`config.mk`:
```
export PLATFORM = sky130hd
export DESIGN_NAME = decoder_rr_arbiter
export DESIGN_NICKNAME = d
export VERILOG_FILES = /design/src/rtl/decoder_rr_arbiter_pkg.sv /design/src/rtl/decoder_rr_arbiter_rr_pick.sv /design/src/rtl/decoder_rr_arbiter.sv
export SDC_FILE = /design/constraint.sdc
export NUM_CORES = 1
export LEC_CHECK = 0
export CORE_UTILIZATION = 40
export DETAILED_ROUTE_END_ITERATION = 10
export GPL_ROUTABILITY_DRIVEN = 0
export PLACE_DENSITY_LB_ADDON = 0.1
export SETUP_SLACK_MARGIN = 0.05
export SLEW_MARGIN = 20
export SYNTH_ARGS = -nofsm -noshare
export SYNTH_HDL_FRONTEND = slang
export SYNTH_HIERARCHICAL = 1
export SYNTH_SLANG_ARGS = --single-unit
```
`constraint.sdc`:
```
create_clock -name clk -period 4.8 [get_ports clk]
set_clock_uncertainty 0.2 [all_clocks]
set_input_delay 0.72 -clock clk [delete_from_list [all_inputs] [get_ports clk]]
set_output_delay 0.72 -clock clk [all_outputs]
set_load 0.05 [all_outputs]
```
`src/rtl/decoder_rr_arbiter_pkg.sv`:
```
// Shared types and constants for the 74LS138 round-robin arbiter.
// Holds the requester count, the select width, the FSM state type, the
// pin levels that disable the decoder, and a model of the decoder's truth table.
package ls138_arb_pkg;

  localparam int NUM_REQ = 8;
  localparam int SEL_W   = 3;

  typedef enum logic [1:0] {
    IDLE  = 2'd0,
    GRANT = 2'd1,
    GAP   = 2'd2
  } arb_state_t;

  // Decoder enable pin levels that force every Y output high.
  localparam logic G1_OFF  = 1'b0;
  localparam logic G2N_OFF = 1'b1;
  localparam logic G3N_OFF = 1'b1;

  // 74LS138 truth table: active-low one-hot Y when G1=1, G2_n=0 and G3_n=0,
  // otherwise all outputs high.
  function automatic logic [NUM_REQ-1:0] ls138_decode(
    input logic [SEL_W-1:0] a,
    input logic             g1,
    input logic             g2_n,
    input logic             g3_n
  );
    logic [NUM_REQ-1:0] y;
    y = '1;
    if (g1 && !g2_n && !g3_n) begin
      y = ~(NUM_REQ'(1) << a);
    end
    return y;
  endfunction

endpackage

```
`src/rtl/decoder_rr_arbiter_rr_pick.sv`:
```
// Rotating priority encoder: returns the first set request bit found when
// scanning from last+1 upward, wrapping from 7 back to 0.
module rr_pick
  import ls138_arb_pkg::*;
(
  input  logic [NUM_REQ-1:0] req,
  input  logic [SEL_W-1:0]   last,
  output logic [SEL_W-1:0]   idx,
  output logic               valid
);

  logic [SEL_W-1:0] cand;

  // Scan from the farthest offset down, so the nearest candidate wins.
  always_comb begin
    idx   = '0;
    valid = 1'b0;
    cand  = '0;
    for (int k = NUM_REQ; k >= 1; k--) begin
      cand = SEL_W'(int'(last) + k);
      if (req[cand]) begin
        idx   = cand;
        valid = 1'b1;
      end
    end
  end

endmodule

```
`src/rtl/decoder_rr_arbiter.sv`:
```
// Round-robin arbiter that shares one 74LS138 3-to-8 decoder among eight
// requesters. It drives the decoder's select and enable pins so that at most
// one active-low grant line is low at a time, and it inserts one disabled
// cycle (GAP) between tenures.
//
// Optional feature: define LS138_ARB_TIMEOUT_EN to limit each tenure to
// MAX_HOLD cycles. A forced release pulses timeout for one cycle.
//
// Handshake: req[i] is a level that is held while requester i wants access.
// The grant is visible one cycle after the request is sampled. Access lasts
// until req[sel] drops, en drops, or the optional hold limit expires.
module decoder_rr_arbiter
  import ls138_arb_pkg::*;
#(
  parameter int MAX_HOLD = 16
) (
  input  logic       clk,
  input  logic       rst_n,
  input  logic       en,
  input  logic [7:0] req,
  output logic [2:0] sel,
  output logic       g1,
  output logic       g2_n,
  output logic       g3_n,
  output logic [7:0] grant_n,
  output logic       busy,
  output logic       timeout
);

  localparam int HOLD_W = $clog2(MAX_HOLD);

  arb_state_t       state, state_nxt;
  logic [SEL_W-1:0] last, last_nxt;
  logic [SEL_W-1:0] sel_nxt;
  logic [SEL_W-1:0] pick_idx;
  logic             pick_valid;
  logic             on_nxt;
  logic             timeout_nxt;
  logic             force_release;

  rr_pick u_pick (
    .req   (req),
    .last  (last),
    .idx   (pick_idx),
    .valid (pick_valid)
  );

`ifdef LS138_ARB_TIMEOUT_EN
  logic [HOLD_W-1:0] hold_cnt, hold_cnt_nxt;

  // The counter counts GRANT cycles and reads zero on the first GRANT cycle.
  always_comb begin
    hold_cnt_nxt = '0;
    if (state == GRANT) begin
      hold_cnt_nxt = hold_cnt + 1'b1;
    end
  end

  // Hold counter register.
  always_ff @(posedge clk or negedge rst_n) begin
    if (!rst_n) begin
      hold_cnt <= '0;
    end else begin
      hold_cnt <= hold_cnt_nxt;
    end
  end

  // The limit applies only while the owner still requests and en is high.
  // A release on the same edge is handled as a normal release.
  assign force_release = en && req[sel] && (hold_cnt == HOLD_W'(MAX_HOLD - 1));
`else
  logic [HOLD_W-1:0] unused_hold;
  assign unused_hold   = HOLD_W'(MAX_HOLD - 1);
  assign force_release = 1'b0;
`endif

  // Next-state and next-output decision for the IDLE/GRANT/GAP sequencer.
  always_comb begin
    state_nxt   = state;
    last_nxt    = last;
    sel_nxt     = sel;
    on_nxt      = 1'b0;
    timeout_nxt = 1'b0;
    case (state)
      IDLE, GAP: begin
        if (en && pick_valid) begin
          state_nxt = GRANT;
          sel_nxt   = pick_idx;
          on_nxt    = 1'b1;
        end else begin
          state_nxt = IDLE;
        end
      end
      GRANT: begin
        if (!en || !req[sel] || force_release) begin
          state_nxt   = GAP;
          last_nxt    = sel;
          timeout_nxt = force_release;
        end else begin
          on_nxt = 1'b1;
        end
      end
      default: begin
        state_nxt = IDLE;
      end
    endcase
  end

  // State and registered decoder pins. The three enable pins move together,
  // and grant_n is the decoder's response to the same next values.
  always_ff @(posedge clk or negedge rst_n) begin
    if (!rst_n) begin
      state   <= IDLE;
      last    <= SEL_W'(NUM_REQ - 1);
      sel     <= '0;
      g1      <= G1_OFF;
      g2_n    <= G2N_OFF;
      g3_n    <= G3N_OFF;
      grant_n <= '1;
      busy    <= 1'b0;
      timeout <= 1'b0;
    end else begin
      state   <= state_nxt;
      last    <= last_nxt;
      sel     <= sel_nxt;
      g1      <= on_nxt ? 1'b1 : G1_OFF;
      g2_n    <= on_nxt ? 1'b0 : G2N_OFF;
      g3_n    <= on_nxt ? 1'b0 : G3N_OFF;
      grant_n <= ls138_decode(sel_nxt,
                              on_nxt ? 1'b1 : G1_OFF,
                              on_nxt ? 1'b0 : G2N_OFF,
                              on_nxt ? 1'b0 : G3N_OFF);
      busy    <= on_nxt;
      timeout <= timeout_nxt;
    end
  end

endmodule

```
==> results of run 1 <==
## final cells by class
cell class / count / area, um^2
flip-flops and latches: 18 / 465
well taps: 46 / 57.6
clock buffers: 4 / 55.1
inverters: 11 / 41.3
multi-input cells: 102 / 902
repair buffers: 25 / 250
fillers: 301 / 1670
## worst min-delay path, delay by kind of cell, from the launching register on
| kind | cells | cell delay (ns) |
|---|---|---|
| flops | 1 | 0.35 |
| compound gates | 1 | 0.15 |
| simple gates | 1 | 0.08 |
## worst max path at each step
stage / cells past startpoint / slack, ns / from / endpoint
2_1_floorplan: 12 / 1.09 / last[1] / grant_n[3]
3_3_place_gp: 10 / 0.88 / last[0] / grant_n[3]
3_5_place_dp: 10 / 0.76 / last[0] / grant_n[3]
4_1_cts: 10 / 0.74 / last[0] / grant_n[3]
5_1_grt: 10 / 0.49 / last[0] / grant_n[2]
6_report: 10 / 0.70 / last[0] / grant_n[3]
## cells in the mapped netlist (all sizes together) (5+ instances only)
cell type / count
o21ai: 6
mux2i: 8
buf: 8
inv: 11
dfstp: 12
dfrtp: 6
nor2b: 5
nand2: 12
mux4: 9
mux2: 11
nand3: 5
nor2: 5
## state kept, by name, indices dropped and copies added, names as in the netlist
register  count
sel           3
g3_n          1
grant_n       8
last          3
busy          1
state         2
## layer usage
metal  track usage  share of wire
met4        0.0262              0
met5             0              0
met2         0.281           0.47
met3        0.0438          0.075
met1         0.235           0.45
## placed cells by master, fill, tap and decap left out, types with 2 or more instances in the layout
cell type and instances:
a211oi_1 3, a21oi_1 4, a221oi_1 2, a31oi_1 3
clkbuf_8 4, clkdlybuf4s50_1 25, dfrtp_1 6, dfstp_2 12
ha_1 2, inv_1 11, mux2_2 7, mux2_4 4
mux2i_1 8, mux4_2 9, nand2_1 12, nand2b_1 4
nand3_1 5, nor2_1 5, nor2b_1 4, nor3_1 2
o21ai_0 6, o32ai_2 2, xor2_1 2
## metrics by stage
step	hold slack (ns)	worst slack (ns)	utilization
after global routing	0.451	0.493	0.515
after CTS	0.432	0.737	0.515
final	0.434	0.702	0.515
after detailed placement	0.421	0.757	0.499
after global placement	0.399	0.880	0.499
after floorplan	0.224	1.09	-
## cells by family (layout without fill, tap and decap cells)
kind of cell,after synthesis,after routing,share of synthesized area
XOR/XNOR,3,3,0.0177
AND/OR/NAND/NOR,40,40,0.142
flip-flops,18,18,0.313
other,1,1,0.00252
adder cells (fa/ha/maj),2,2,0.0168
multiplexers,28,28,0.284
buffers and inverters,20,40,0.0792
AO/OA/AOI/OAI,28,28,0.145
==> results.md, run 1 <==
Yosys
- portion of the post-synthesis area used by sequential elements: 0.313
- total standard cell area after synthesis: 1490 um^2
- area share of the leading cell type in the synthesized netlist: 0.212
- ys async rst share: 1.00
- most used flip-flop cell after synthesis: dfstp_2
- mean area per synthesized cell: 10.6 um^2
- instance count of the mapped netlist: 140
- Yosys top cell by area: dfstp_2
- top area cells in the synthesized netlist: dfstp_2, mux4_2, dfrtp_1
- post-synthesis register bit count: 18
- number of enable flip-flop cells after synthesis: 0
- synthesized net count: 153
- Synthesis Warnings: 6
- number of distinct library cells after synthesis: 43

Global route
- GRT Resource Usage Total: 0.173
- grt ovf: 0
- antenna violations before repair: 0
- global-route wire length before repair: 5.49 mm
- maximum number of pins on one net before global-route repair: 19
- number of global-route vias before repair: 1204

Min path
- number of stages on the worst hold path: 2
- worst min-delay path class: flop to flop
- Worst Hold End: state[1]
- launch instance of the worst min-delay path: state[1]

Critical path
- Required @ worst endpoint: 4.77 ns
- CP max stage cell: dfstp_2
- Setup crit start kind: flop
- worst-path maximum fanout: 16
- Max stage delay on crit path: 0.76 ns
- origin of the critical flop-to-flop path: last[0]
- Worst R2R Path Depth: 10
- WP data arrival: 4.06 ns
- worst setup path category: flop to flop
- WP buf/inv: 1
- kind of cell with the highest combined delay on the critical path: multiplexers
- Reg-to-Reg End: grant_n[3]
- cell breakdown of the critical path: inv_1 > ha_1 > mux4_2 > mux2_4 > nor4_1 > nand3_1 > nand3b_1 > mux2i_1 > nor2b_1 > nand2_1
- setup slack, reg-to-reg: 0.70 ns
- critical path capture point type: flop

Die
- die extent in x: 62.9 um
- initial core utilization: 0.431
- number of I/O pins: 27
- overall die height: 62.9 um
- num rows: 21
- Die Area: 3960 um^2
- core outline area: 3440 um^2

Placement
- number of I/O port buffers: 25
- placed instance area: 1720 um^2
- placed wire-length estimate after detailed placement: 2.40 mm
- cell total after placement: 202

STA
- maximum frequency from static timing analysis: 244 MHz
- setup TNS: 0 ns
- pin slew with the least headroom to its limit: 0.773 ns
- Tcrit/Tclk final: 0.854
- final setup violation count: 0
- Hold Fails Final Rpt: 0
- Slew HR: 0.483
- setup repair after global routing missed its margin: no
- number of slew-limit violations in the final report: 0
- time the final worst path needs with I/O delays and setup: 4.10 ns

Run status
- result of the run: finished clean

CTS
- later-pin clock latency in the skew report: 0.25 ns
- clock root buffer master: clkbuf_8
- Gates resized, CTS repair: 0
- CTS tree: built
- clock edge transition at the registers on the reported setup and hold paths: 0.06 ns
- post-cts hold buffer count: 0
- H-tree Lvls: 1
- Num CTS Buffers: 3
- clock tree sinks: 18
- deepest clock path buffer count: 2
- Post-CTS Setup Repair Bufs: 0

Drt
- final wirelength: 3.13 mm
- via count of the routed design: 1181
- post-detailed-route wirelength per cell: 15.2 um
- detailed router's first-iteration violation count: 55
- number of detailed-route iterations in the first pass: 4
- Remaining DRCs: 0
- number of nets still failing antenna checks after routing: 0
- routed vias/inst: 5.73

Cells and area
- number of nets in the layout: 174
- non-filler cells, final: 206
- final instance area: 1770 um^2
- synthesis-to-layout area growth: 19.3%
- share of cells above drive strength 1: 0.263
- number of antenna diodes: 0

Run
- # Max-Cap Violations: 0

Power of run 1 is left out: the tool's default activity adds up to more than one toggle a clock period on the data nets, which glitch-free logic cannot reach.
==> run 2, diff against run 1 <==
SLEW_MARGIN = unset   (was 20)
==> results of run 2 <==
Final layout, timing and power as in run 1 (identical DEF).
Power of run 2 is left out for the same reason.
==> run 3, diff against run 2 <==
CORE_MARGIN = 4   (was unset)
REMOVE_ABC_BUFFERS = 1   (was unset)
==> results.md, run 3 (same netlist as run 1, synthesis figures left out) <==
CTS
- post-cts hold buffer count: 0, unchanged
- later-pin clock latency in the skew report: 0.25 ns, about the same
- Post-CTS Setup Repair Bufs: 0, unchanged
- clock tree sinks: 18, unchanged
- clock root buffer master: clkbuf_8
- CTS tree: built
- H-tree Lvls: 1, unchanged
- deepest clock path buffer count: 2, unchanged
- Num CTS Buffers: 3, unchanged
- Gates resized, CTS repair: 0, unchanged
- clock edge transition at the registers on the reported setup and hold paths: 0.06 ns, about the same

Cells and area
- share of cells above drive strength 1: 0.263, unchanged
- Largest Register: grant_n
- number of antenna diodes: 0, unchanged
- flip-flop count of the largest register after layout: 8, unchanged
- # fillers: 327, +8.6%
- number of nets in the layout: 174, unchanged
- most common cell after layout, fill and taps aside: clkdlybuf4s50_1
- synthesis-to-layout area growth: 19.3%, unchanged
- most used cells in the layout excluding fill and tap cells: clkdlybuf4s50_1, nand2_1, dfstp_2, inv_1, mux4_2
- registers with the highest flip-flop counts: grant_n (8), last (3), sel (3)

Drt
- final wirelength: 3.28 mm, +4.7%
- number of nets still failing antenna checks after routing: 0, unchanged
- routed vias/inst: 5.59, -2.5%
- post-detailed-route wirelength per cell: 15.9 um, +4.7%
- topmost layer with routed signal wires: met4
- routed wire length on met2: 1.50 mm, +1.2%
- number of detailed-route iterations in the first pass: 4, unchanged
- Remaining DRCs: 0, unchanged
- via count of the routed design: 1151, -2.5%
- detailed router's first-iteration violation count: 41, -25%
- Detail Route met3 WL: 187 um, -21%
- Met1 Routed Length: 1.54 mm, +9.1%

Critical path
- Max stage delay on crit path: 0.75 ns, about the same
- critical path capture point type: flop
- Required @ worst endpoint: 4.77 ns, about the same
- setup slack, reg-to-reg: 0.79 ns, +0.09 ns
- WP data arrival: 3.98 ns, -0.08 ns
- CP max stage cell: dfstp_2
- cell breakdown of the critical path: inv_1 > ha_1 > mux4_2 > mux2_4 > nor4_1 > nand3_1 > nand3b_1 > mux2i_1 > nor2b_1 > nand2_1
- worst-path maximum fanout: 16, unchanged
- worst setup path category: flop to flop
- Setup crit start kind: flop

STA
- Tcrit/Tclk final: 0.836, -0.0181
- pin slew with the least headroom to its limit: 0.745 ns, -0.0276 ns
- final setup violation count: 0, unchanged
- time the final worst path needs with I/O delays and setup: 4.01 ns, -0.0870 ns
- setup repair after global routing missed its margin: no
- Slew HR: 0.502, +0.0185
- Hold Fails Final Rpt: 0, unchanged
- maximum frequency from static timing analysis: 249 MHz, +2.2%
- number of slew-limit violations in the final report: 0, unchanged
- setup TNS: 0 ns, unchanged

Die
- Die Area: 4750 um^2, +20%
- number of I/O pins: 27, unchanged
- num rows: 21, unchanged
- overall die height: 68.9 um, +9.5%
- die extent in x: 68.9 um, +9.5%
- initial core utilization: 0.428, -0.00327
- core outline area: 3470 um^2, +0.76%

Min path
- worst min-delay path class: flop to flop

Global route
- maximum number of pins on one net before global-route repair: 19, unchanged
- GRT Resource Usage Total: 0.161, -0.0125
- antenna violations before repair: 0, unchanged
- global-route wire length before repair: 5.57 mm, +1.4%
- grt ovf: 0, unchanged
- number of global-route vias before repair: 1149, -4.6%

Run status
- result of the run: finished clean

Placement
- placed wire-length estimate after detailed placement: 2.49 mm, +3.8%
- number of I/O port buffers: 25, unchanged

Run
- # Max-Cap Violations: 0, unchanged

-- run 3: cell counts in the layout (fill, tap and decap cells not counted) --
No cell type changed its count.
-- run 3: final cells by class --
cell class / count / area (um^2) / share of cell area
Clock buffer: 4 / 55.1 / 0.0311
Tap cell: 46 / 57.6 / 0.0325
Sequential cell: 18 / 465 / 0.263
Inverter: 11 / 41.3 / 0.0233
Timing Repair Buffer: 25 / 250 / 0.141
Multi-Input combinational cell: 102 / 902 / 0.509
-- run 3: path summary, 6_finish.rpt --
path                          start          to  cells past startpoint
setup reg to reg            last[0]  grant_n[3]                     10
hold reg to reg            state[1]    state[1]                      2
min in group asynchronous     rst_n      sel[0]                      1
max in group asynchronous     rst_n      sel[2]                      1
hold / removal             state[1]    state[1]                      2
setup / recovery            last[0]  grant_n[3]                     10
-- run 3: per-stage QoR --
step           setup slack [ns]  area (um^2)  cells   util  hold WS, ns
6_report                  0.789         1770    206  0.511        0.425
4_1_cts                   0.732         1770    206  0.511        0.425
5_1_grt                   0.383         1770    206  0.511        0.473
3_3_place_gp              0.880         1720    202  0.495        0.394
2_1_floorplan              1.18         1410    131      -        0.224
3_5_place_dp              0.746         1720    202  0.495        0.415
-- run 3: per-layer routing --
layer	vias to the layer above	GRT usage
met5	-	0
met4	0	0.0633
met3	6	0.0470
met2	38	0.238
met1	555	0.219
li1	552	-
-- run 3: worst max-delay path, delay by kind of cell (launching register included) --
kind	cells	cell delay (ns)
muxes	3	1.40
and+or+nand+nor	5	1.01
DFF	1	0.75
adders and majority gates	1	0.47
buffers and inverters	1	0.09
Power of run 3 is left out for the same reason.
